--- src/rtl/cpu_pkg.sv ---
// Shared core constants used by the register file, ROB and reservation stations.
// Widths here size the rename tags and operand buses.
package cpu_pkg;

  localparam int XLEN         = 32;
  localparam int NUM_REGS     = 32;
  localparam int REG_ID_W     = 5;
  localparam int ROB_TAG_W    = 5;
  localparam int NUM_RD_PORTS = 2;

  typedef struct packed {
    logic                 has_dep;
    logic [ROB_TAG_W-1:0] dep;
    logic [XLEN-1:0]      value;
  } rd_rsp_t;

endpackage

--- src/rtl/rf_read_port.sv ---
// One combinational operand lookup with commit-to-read bypass.
// Register 0 always reads as a ready zero.
module rf_read_port
  import cpu_pkg::*;
#(
  parameter int P_XLEN      = XLEN,
  parameter int P_NUM_REGS  = NUM_REGS,
  parameter int P_REG_ID_W  = REG_ID_W,
  parameter int P_ROB_TAG_W = ROB_TAG_W
) (
  input  logic [P_REG_ID_W-1:0]  reg_id,
  input  logic [P_NUM_REGS-1:0]  busy,
  input  logic [P_ROB_TAG_W-1:0] tag [P_NUM_REGS],
  input  logic [P_XLEN-1:0]      value [P_NUM_REGS],
  input  logic                   commit_valid,
  input  logic [P_ROB_TAG_W-1:0] commit_rob_id,
  input  logic [P_REG_ID_W-1:0]  commit_reg_id,
  input  logic [P_XLEN-1:0]      commit_value,
  output logic                   has_dep,
  output logic [P_ROB_TAG_W-1:0] dep,
  output logic [P_XLEN-1:0]      rd_value
);

  logic                   is_zero;
  logic                   hit_busy;
  logic [P_ROB_TAG_W-1:0] hit_tag;
  logic                   bypass;

  assign is_zero  = (reg_id == '0);
  assign hit_busy = busy[reg_id] && !is_zero;
  assign hit_tag  = tag[reg_id];

  // The retiring producer's result is forwarded before it lands in storage.
  assign bypass = commit_valid
               && (commit_rob_id == hit_tag)
               && (commit_reg_id == reg_id);

  always_comb begin
    has_dep  = 1'b0;
    dep      = '0;
    rd_value = '0;
    unique case (1'b1)
      hit_busy && bypass: begin
        rd_value = commit_value;
      end
      hit_busy && !bypass: begin
        has_dep = 1'b1;
        dep     = hit_tag;
      end
      !hit_busy && !is_zero: begin
        rd_value = value[reg_id];
      end
      default: begin
        rd_value = '0;
      end
    endcase
  end

endmodule

--- src/rtl/rename_register_file.sv ---
// Architectural register file with per-register rename tags,
// commit bypass on reads and a global flush of pending mappings.
module rename_register_file
  import cpu_pkg::*;
#(
  parameter int P_XLEN         = XLEN,
  parameter int P_NUM_REGS     = NUM_REGS,
  parameter int P_REG_ID_W     = REG_ID_W,
  parameter int P_ROB_TAG_W    = ROB_TAG_W,
  parameter int P_NUM_RD_PORTS = NUM_RD_PORTS
) (
  input  logic                                clk_in,
  input  logic                                rst_in,
  input  logic                                rdy_in,
  input  logic                                flush_in,
  input  logic                                launch_valid,
  input  logic [P_ROB_TAG_W-1:0]              launch_rob_id,
  input  logic [P_REG_ID_W-1:0]               launch_reg_id,
  input  logic                                commit_valid,
  input  logic [P_ROB_TAG_W-1:0]              commit_rob_id,
  input  logic [P_REG_ID_W-1:0]               commit_reg_id,
  input  logic [P_XLEN-1:0]                   commit_value,
  input  logic [P_NUM_RD_PORTS*P_REG_ID_W-1:0]  rd_reg_id,
  output logic [P_NUM_RD_PORTS-1:0]             rd_has_dep,
  output logic [P_NUM_RD_PORTS*P_ROB_TAG_W-1:0] rd_dep_rob_id,
  output logic [P_NUM_RD_PORTS*P_XLEN-1:0]      rd_value
);

  logic [P_XLEN-1:0]      value [P_NUM_REGS];
  logic [P_ROB_TAG_W-1:0] tag   [P_NUM_REGS];
  logic [P_NUM_REGS-1:0]  busy;

  logic commit_en;
  logic commit_clr;
  logic launch_en;

  assign commit_en  = commit_valid && (commit_reg_id != '0);
  assign commit_clr = commit_en
                   && busy[commit_reg_id]
                   && (tag[commit_reg_id] == commit_rob_id);
  assign launch_en  = launch_valid && (launch_reg_id != '0) && !flush_in;

  // Later assignments win: launch overrides a same-cycle tag clear,
  // and flush overrides both busy updates.
  always_ff @(posedge clk_in or negedge rst_in) begin
    if (!rst_in) begin
      busy <= '0;
      for (int i = 0; i < P_NUM_REGS; i++) begin
        value[i] <= '0;
        tag[i]   <= '0;
      end
    end else if (rdy_in) begin
      if (commit_en) begin
        value[commit_reg_id] <= commit_value;
      end
      if (commit_clr) begin
        busy[commit_reg_id] <= 1'b0;
      end
      if (flush_in) begin
        busy <= '0;
        for (int i = 0; i < P_NUM_REGS; i++) begin
          tag[i] <= '0;
        end
      end else if (launch_en) begin
        busy[launch_reg_id] <= 1'b1;
        tag[launch_reg_id]  <= launch_rob_id;
      end
    end
  end

  for (genvar p = 0; p < P_NUM_RD_PORTS; p++) begin : g_rd
    rf_read_port #(
      .P_XLEN      (P_XLEN),
      .P_NUM_REGS  (P_NUM_REGS),
      .P_REG_ID_W  (P_REG_ID_W),
      .P_ROB_TAG_W (P_ROB_TAG_W)
    ) u_port (
      .reg_id        (rd_reg_id[p*P_REG_ID_W +: P_REG_ID_W]),
      .busy          (busy),
      .tag           (tag),
      .value         (value),
      .commit_valid  (commit_valid),
      .commit_rob_id (commit_rob_id),
      .commit_reg_id (commit_reg_id),
      .commit_value  (commit_value),
      .has_dep       (rd_has_dep[p]),
      .dep           (rd_dep_rob_id[p*P_ROB_TAG_W +: P_ROB_TAG_W]),
      .rd_value      (rd_value[p*P_XLEN +: P_XLEN])
    );
  end

endmodule

--- config.mk ---
export PLATFORM = sky130hd
export DESIGN_NAME = rename_register_file
export DESIGN_NICKNAME = d
export VERILOG_FILES = /design/src/rtl/cpu_pkg.sv /design/src/rtl/rf_read_port.sv /design/src/rtl/rename_register_file.sv
export SDC_FILE = /design/constraint.sdc
export NUM_CORES = 2
export LEC_CHECK = 0
export CORE_ASPECT_RATIO = 1.5
export CORE_UTILIZATION = 57
export DETAILED_ROUTE_END_ITERATION = 12
export PLACE_DENSITY = 0.86
export SLEW_MARGIN = 20
export SYNTH_ARGS = -nofsm -noshare
export SYNTH_HDL_FRONTEND = slang
export SYNTH_HIERARCHICAL = 1
export SYNTH_SLANG_ARGS = --single-unit
--- constraint.sdc ---
create_clock -name clk_in -period 3.9 [get_ports clk_in]
set_input_delay 0.585 -clock clk_in [delete_from_list [all_inputs] [get_ports clk_in]]
set_output_delay 0.585 -clock clk_in [all_outputs]
set_load 0.005 [all_outputs]
### Yosys cells after proc, flatten, opt, wreduce, memory -nomap -nowiden

Cells that the tools add are included.

| storage, ports and cells | value |
|---|---|
| bits in registers | 1216 |
| bits of input ports | 68 |
| output and inout bits | 76 |
| logic and storage cells | 167 |

| operators by class | value |
|---|---|
| magnitude comparators | 12 |
| equal/unequal tests | 5 |
| muxes and demuxes | 43 |
| bitwise gates (word level) | 7 |
| reductions and logical operators | 35 |

Operators with widths:

| kind | number |
|---|---|
| bitwise mux 1024 bit | 1 |
| binary-select mux 32 bit (select 5 bit) | 2 |
| 2-to-1 mux 160 bit | 2 |
| 2-to-1 mux 32 bit | 9 |
| bitwise mux 160 bit | 1 |
| demux 32 bit (select 5 bit) | 1 |
| case mux 32 bit (2 select lines) | 2 |
| binary-select mux 5 bit (select 5 bit) | 3 |
| 2-to-1 mux 5 bit | 9 |
| bitwise AND 32 bit | 1 |
| NOT 32 bit | 1 |
| OR 32 bit | 1 |
| demux 5 bit (select 5 bit) | 1 |
| equality test 5 bit | 5 |
| >= comparator 6 bit (second input constant) | 4 |
| less-than comparator 5 x 6 -> 1 bit (second input constant) | 4 |
| NOT 5 -> 6 bit | 4 |
| logical AND 1 bit | 21 |
| binary-select mux 1 bit (select 5 bit) | 3 |
| less-than comparator 6 x 1 -> 1 bit (second input constant) | 2 |
| demux 1 bit (select 5 bit) | 2 |
| >= comparator 5 x 1 -> 1 bit (second input constant) | 2 |
| zero test 5 bit | 2 |
| nonzero test 5 bit | 2 |
| 4 further kinds | 17 |

### Longest topological paths before layout

| logic depth | value |
|---|---|
| word-level depth | 11 |
| gate-level depth with buffers | 12 |
| depth with buffers taken out | 7 |

### Modules after synthesis

The synthesis kept the hierarchy.

Modules (own cells, without submodules):

| module | times used | cells each | area each (µm²) |
|---|---|---|---|
| rename_register_file | 1 | 3312 | 48511.5 |
| rf_read_port | 2 | 734 | 10403.7 |

### Worst setup path before layout

OpenSTA, ideal clock, no wires.

| timing path | value |
|---|---|
| path type | input to output |
| start point | in rd_reg_id[1] |
| end point | out rd_value[0] |
| arrival time | 3.164 ns |
| data required time | 3.315 ns |
| slack | 0.151 ns |
| cell stages on the path | 11 |
| path through | buf_2 buf_6 buf_6 buf_2 clkbuf_1 clkbuf_1 mux4_2 mux4_2 mux2_2 nand2_1 o31ai_2 |

| between the ends | value |
|---|---|
| cells in the longest elaborated chain, start to end | 9 |
| elaborated cells on any way between the ends | 20 |
| classes of those cells | eq/ne (2); mux (9); bitwise (1); reduce/logical (8) |

RTL lines:

| item | line | source |
|---|---|---|
| start: declaration | rename_register_file.sv:23 | `input logic [P_NUM_RD_PORTS*P_REG_ID_W-1:0] rd_reg_id,` |
| NOT 5 -> 6 bit (not written as such) | rf_read_port.sv:31, rf_read_port.sv:51 |  |
| binary-select mux 5 bit (select 5 bit) | rf_read_port.sv:31 | `assign hit_tag = tag[reg_id];` |
| 2-to-1 mux 5 bit (not written as such) (2 in a row) | rf_read_port.sv:31 |  |
| equality test 5 bit | rf_read_port.sv:35 | `&& (commit_rob_id == hit_tag)` |
| logical AND 1 bit | rf_read_port.sv:35 |  |
| logical AND 1 bit | rf_read_port.sv:36 | `&& (commit_reg_id == reg_id);` |
| logical AND 1 bit | rf_read_port.sv:43 | `hit_busy && bypass: begin` |
| case mux 32 bit (2 select lines) * | rf_read_port.sv:42 | `unique case (1'b1)` |
| end: declaration | rename_register_file.sv:26 | `output logic [P_NUM_RD_PORTS*P_XLEN-1:0] rd_value` |

Every way passes the cells marked *; elsewhere a longest branch is shown, timed or not. The select of a mux whose other input is x is not followed.

### Worst setup path in the final report

| timing path | value |
|---|---|
| start point | reg tag[99] (netlist bit) |
| end point | out rd_value[51] |

| between the ends | value |
|---|---|
| cells in the longest elaborated chain, start to end | 8 |

RTL lines:

| item | line | source |
|---|---|---|
| start: declaration | rename_register_file.sv:30 | `logic [P_ROB_TAG_W-1:0] tag [P_NUM_REGS];` |
| start signal: indexed assignment | rename_register_file.sv:66 | `tag[launch_reg_id] <= launch_rob_id;` |
| binary-select mux 5 bit (select 5 bit) | rf_read_port.sv:31 |  |
| 2-to-1 mux 5 bit (not written as such) (2 in a row) | rf_read_port.sv:31 |  |
| equality test 5 bit | rf_read_port.sv:35 |  |
| logical AND 1 bit | rf_read_port.sv:35 |  |
| logical AND 1 bit | rf_read_port.sv:36 |  |
| logical AND 1 bit | rf_read_port.sv:43 |  |
| case mux 32 bit (2 select lines) | rf_read_port.sv:42 |  |

No other way between the ends. The select of a mux whose other input is x is not followed.

==> flow_summary_export.csv <==
group,metric,value,unit
place,dpl_worst_slack,-0.5375,ns
timing,worst_hold_slack,0.1717,ns
hold_path,hold_depth,2,
pwr,power.density,451.3,mW/mm^2
final_layout,final_cells,6654,
final_layout,layout.nets,5046,
final_layout,final_common_cell,"dfrtp_1",
clock_network,cts_buffers,113,
route,antenna_left,0,
route,wl_per_cell,35.24,microns
clock_network,cts.clk_slew.worst_paths,0.07,ns
die,die_w,286.7,microns
yosys,ys_warn_count,6,
hold_path,hp-start,"flush_in",
hold_path,hold_path_end,"tag[49]$_DFFE_PN0P_",
route,viasPerCell,7.474,
timing,hold_viol,0,
setup_path,required,3.31,ns
yosys,synthDistinctLibCells,55,
timing,period_needed,4.127,ns
setup_path,r2r-end,"busy[11]$_DFFE_PN0P_",
clock_network,cts_tree,"built",
clock_network,htree_num_levels,3,
place,placedInstanceArea,0.07551,sq mm
die,fp-row-count,156,
die,core,0.1206,sq mm
timing,final-setup-viol-count,70,
route,drt-pass1-iter-count,8,
final_layout,design_area,0.08040,sq mm
run,cap_violations,0,
setup_path,critPathLaunchType,"flip-flop",
clock_network,cts_buffer_depth,3,
clock_network,insertion_delay,0.78,ns
setup_path,r2r_cells,10,
hold_path,hold_class,"in2reg",
timing,drv_slew,0,
setup_path,cp_data_arrival_time,3.54,ns
setup_path,cp-startpoint,"tag[99]$_DFFE_PN0P_",
die,io-pin-count,144,
final_layout,drive_gt1_frac,0.5248,
yosys,async_flop_share,1.000,
pwr,leakage,34.55,nW
setup_path,r2r-start,"tag[9]$_DFFE_PN0P_",
setup_path,reg2reg_slack,0.39,ns
place,dp.cells,6409,
die,die_y,429.1,microns
timing,post-route-period-util,1.058,
setup_path,critPathMaxStageDelay,0.55,ns
yosys,yosysSeqAreaShare,0.4390,
yosys,synth-main-ff-cell,"dfrtp_1",
pwr,seqPwrFrac,0.439,
timing,worst_slack,-0.2273,ns
global_route,overflow,0,
pwr,clockPowerShare,0.340,
setup_path,critical_path_class,"reg2out",
die,start_util,0.5747,
pwr,p_comb_frac,0.222,
status,violations,"negative setup slack",
global_route,met3_usage,0.09729,
timing,finClkSkew,0.03664,ns
place,hpwlAfterDp,143800,microns
pwr,finalPower,36.29,mW
route,drc,0,
yosys,netlist_instances,4780,
global_route,use_met1,0.4385,
global_route,antenna_found_initial,4,
setup_path,crit_path_max_fanout,8,
yosys,synth_edf_count,0,
timing,fmax,242.3,MHz
place,place.gp.congestion,1.101,
pwr,switching_share,0.2893,
global_route,grt_max_degree,154,
final_layout,area_delta_synth_final,15.99,%
yosys,syn-num-nets,4848,
final_layout,nFillCells,7723,
route,drt-initial-drc-count,6301,
yosys,syn_area_per_cell,14.50,sq um
pwr,peakVddDrop,0.3842,mV
die,die-area,0.1230,sq mm
timing,relSlewSlack,0.2960,
route,vias,49730,
timing,rsz0062_at_grt,"true",
yosys,synth-seq-cells,1216,
route,routed_wl,234500,microns
yosys,syn_area,0.06932,sq mm
pwr,power_switching,10.50,mW
global_route,grt_pass1_wl,346200,microns
global_route,grt.busiest_layer,"met2",
setup_path,slowest_stage,"mux4_2",
final_layout,final_cell_mix,"1195 x dfrtp_1, 1057 x mux2_2, 688 x mux4_2",
global_route,met2_usage,0.6071,
setup_path,crit_chain,"mux4_2 -> mux4_2 -> mux2i_4 -> xor2_2 -> nand2_4 -> buf_16 -> buf_16 -> o31ai_4 -> buf_2",
pwr,p_int,25.79,mW
clock_network,cts.sinks,1216,
global_route,grt_pass1_vias,52620,
status,outcome,"complete, but fails checks",
timing,tightest_slew,1.056,ns
place,port_buffers,143,
global_route,track_usage,0.3842,
clock_network,clockRootBuffer,"clkbuf_16",
setup_path,critPathCaptureType,"output port",
stage by stage:
step / utilization / TNS, ns
6_report: 0.6665 / -9.792
5_1_grt: 0.6665 / -13.56
4_1_cts: 0.6643 / -11.86
3_5_place_dp: 0.6260 / -31.78
3_3_place_gp: 0.6260 / -32.10
2_1_floorplan: - / 0
power by group through the flow:
stage	clock network [mW]	registers, mW	logic (mW)
global placement	0	15.7	7.32
floorplan	0	15.3	5.02
CTS	12.3	15.8	7.84
detailed placement	0	16.0	7.54
global route	12.8	16.0	8.40
finish	12.3	15.9	8.04
worst max-delay path by stage:
stage,endpoint,cells after the start
after floorplan,rd_value[0],11
after global placement,rd_value[34],11
after detailed placement,rd_value[60],11
after CTS,rd_value[51],10
after global routing,rd_value[55],9
final,rd_value[51],9
cell usage after synthesis, types with 8 or more instances:
cell,n,share of area
dfrtp_1,1216,0.44
mux2_2,1058,0.17
mux4_2,688,0.22
clkbuf_1,388,0.021
a22oi_1,223,0.024
nand2_1,222,0.012
mux2i_1,208,0.030
o2bb2ai_1,155,0.020
buf_1,76,0.0041
nor2_1,73,0.0040
o31ai_2,60,0.011
a21oi_1,55,0.0040
buf_2,46,0.0033
o22ai_1,40,0.0036
nor4_1,31,0.0028
nand3_1,28,0.0020
o21ai_0,25,0.0018
buf_6,19,0.0031
a31o_1,16,0.0020
and2_1,14,0.0013
nor2b_1,14,0.0013
buf_4,10,0.0011
xnor2_1,10,0.0013
xor2_1,10,0.0013
and3_1,8,0.00072
timing repair:
item | in CTS | in global routing
hold buffers | 1 | 0
buffers inserted | 28 | 6
pin swaps | 47 | 29
hold endpoints to repair | 59 | 0
cloned | 3 | 1
endpoints found under the setup margin | 76 | 76
resized for setup | 393 | 52
registers in the layout (all words and copies together) (netlist names):
register,cells
tag,160
busy,32
value,1024
layer usage:
layer,up-vias,part of all wire
met5,-,0.000072
met4,4,0.10
met3,1222,0.098
met2,3512,0.48
met1,25810,0.32
li1,19180,-
kinds of logic (layout without fill, tap and decap cells):
| family | Yosys count | in the layout | synth area share |
|---|---|---|---|
| multiplexers | 1956 | 1956 | 0.4261 |
| flip-flops | 1216 | 1216 | 0.4390 |
| buffers and inverters | 543 | 835 | 0.03283 |
| AND/OR/NAND/NOR | 455 | 455 | 0.03173 |
| other | 0 | 2 | 0 |
| XOR/XNOR | 20 | 20 | 0.002527 |
| AO/OA/AOI/OAI | 590 | 590 | 0.06785 |
area by class of cell:
cell class,instances,area (sq um),area share
sequential,1216,30460,0.3788
antenna,2,5.005,0.00006225
clock inverter,58,883.3,0.01099
inverter,4,20.02,0.0002490
timing repair buffer,622,6380,0.07935
tap,1580,1977,0.02459
clock buffer,151,3171,0.03943
multi-input combinational,3021,37510,0.4665
critical path, delay by kind of cell, from the launching register on:
family	cells	cell delay [ns]
muxes	3	1.24
buffers and inverters	3	0.51
DFF	1	0.48
xor gates and xnor gates	1	0.23
AOI/OAI and AO/OA	1	0.18
and+or+nand+nor	1	0.11
(Power assumes the default switching activity.)
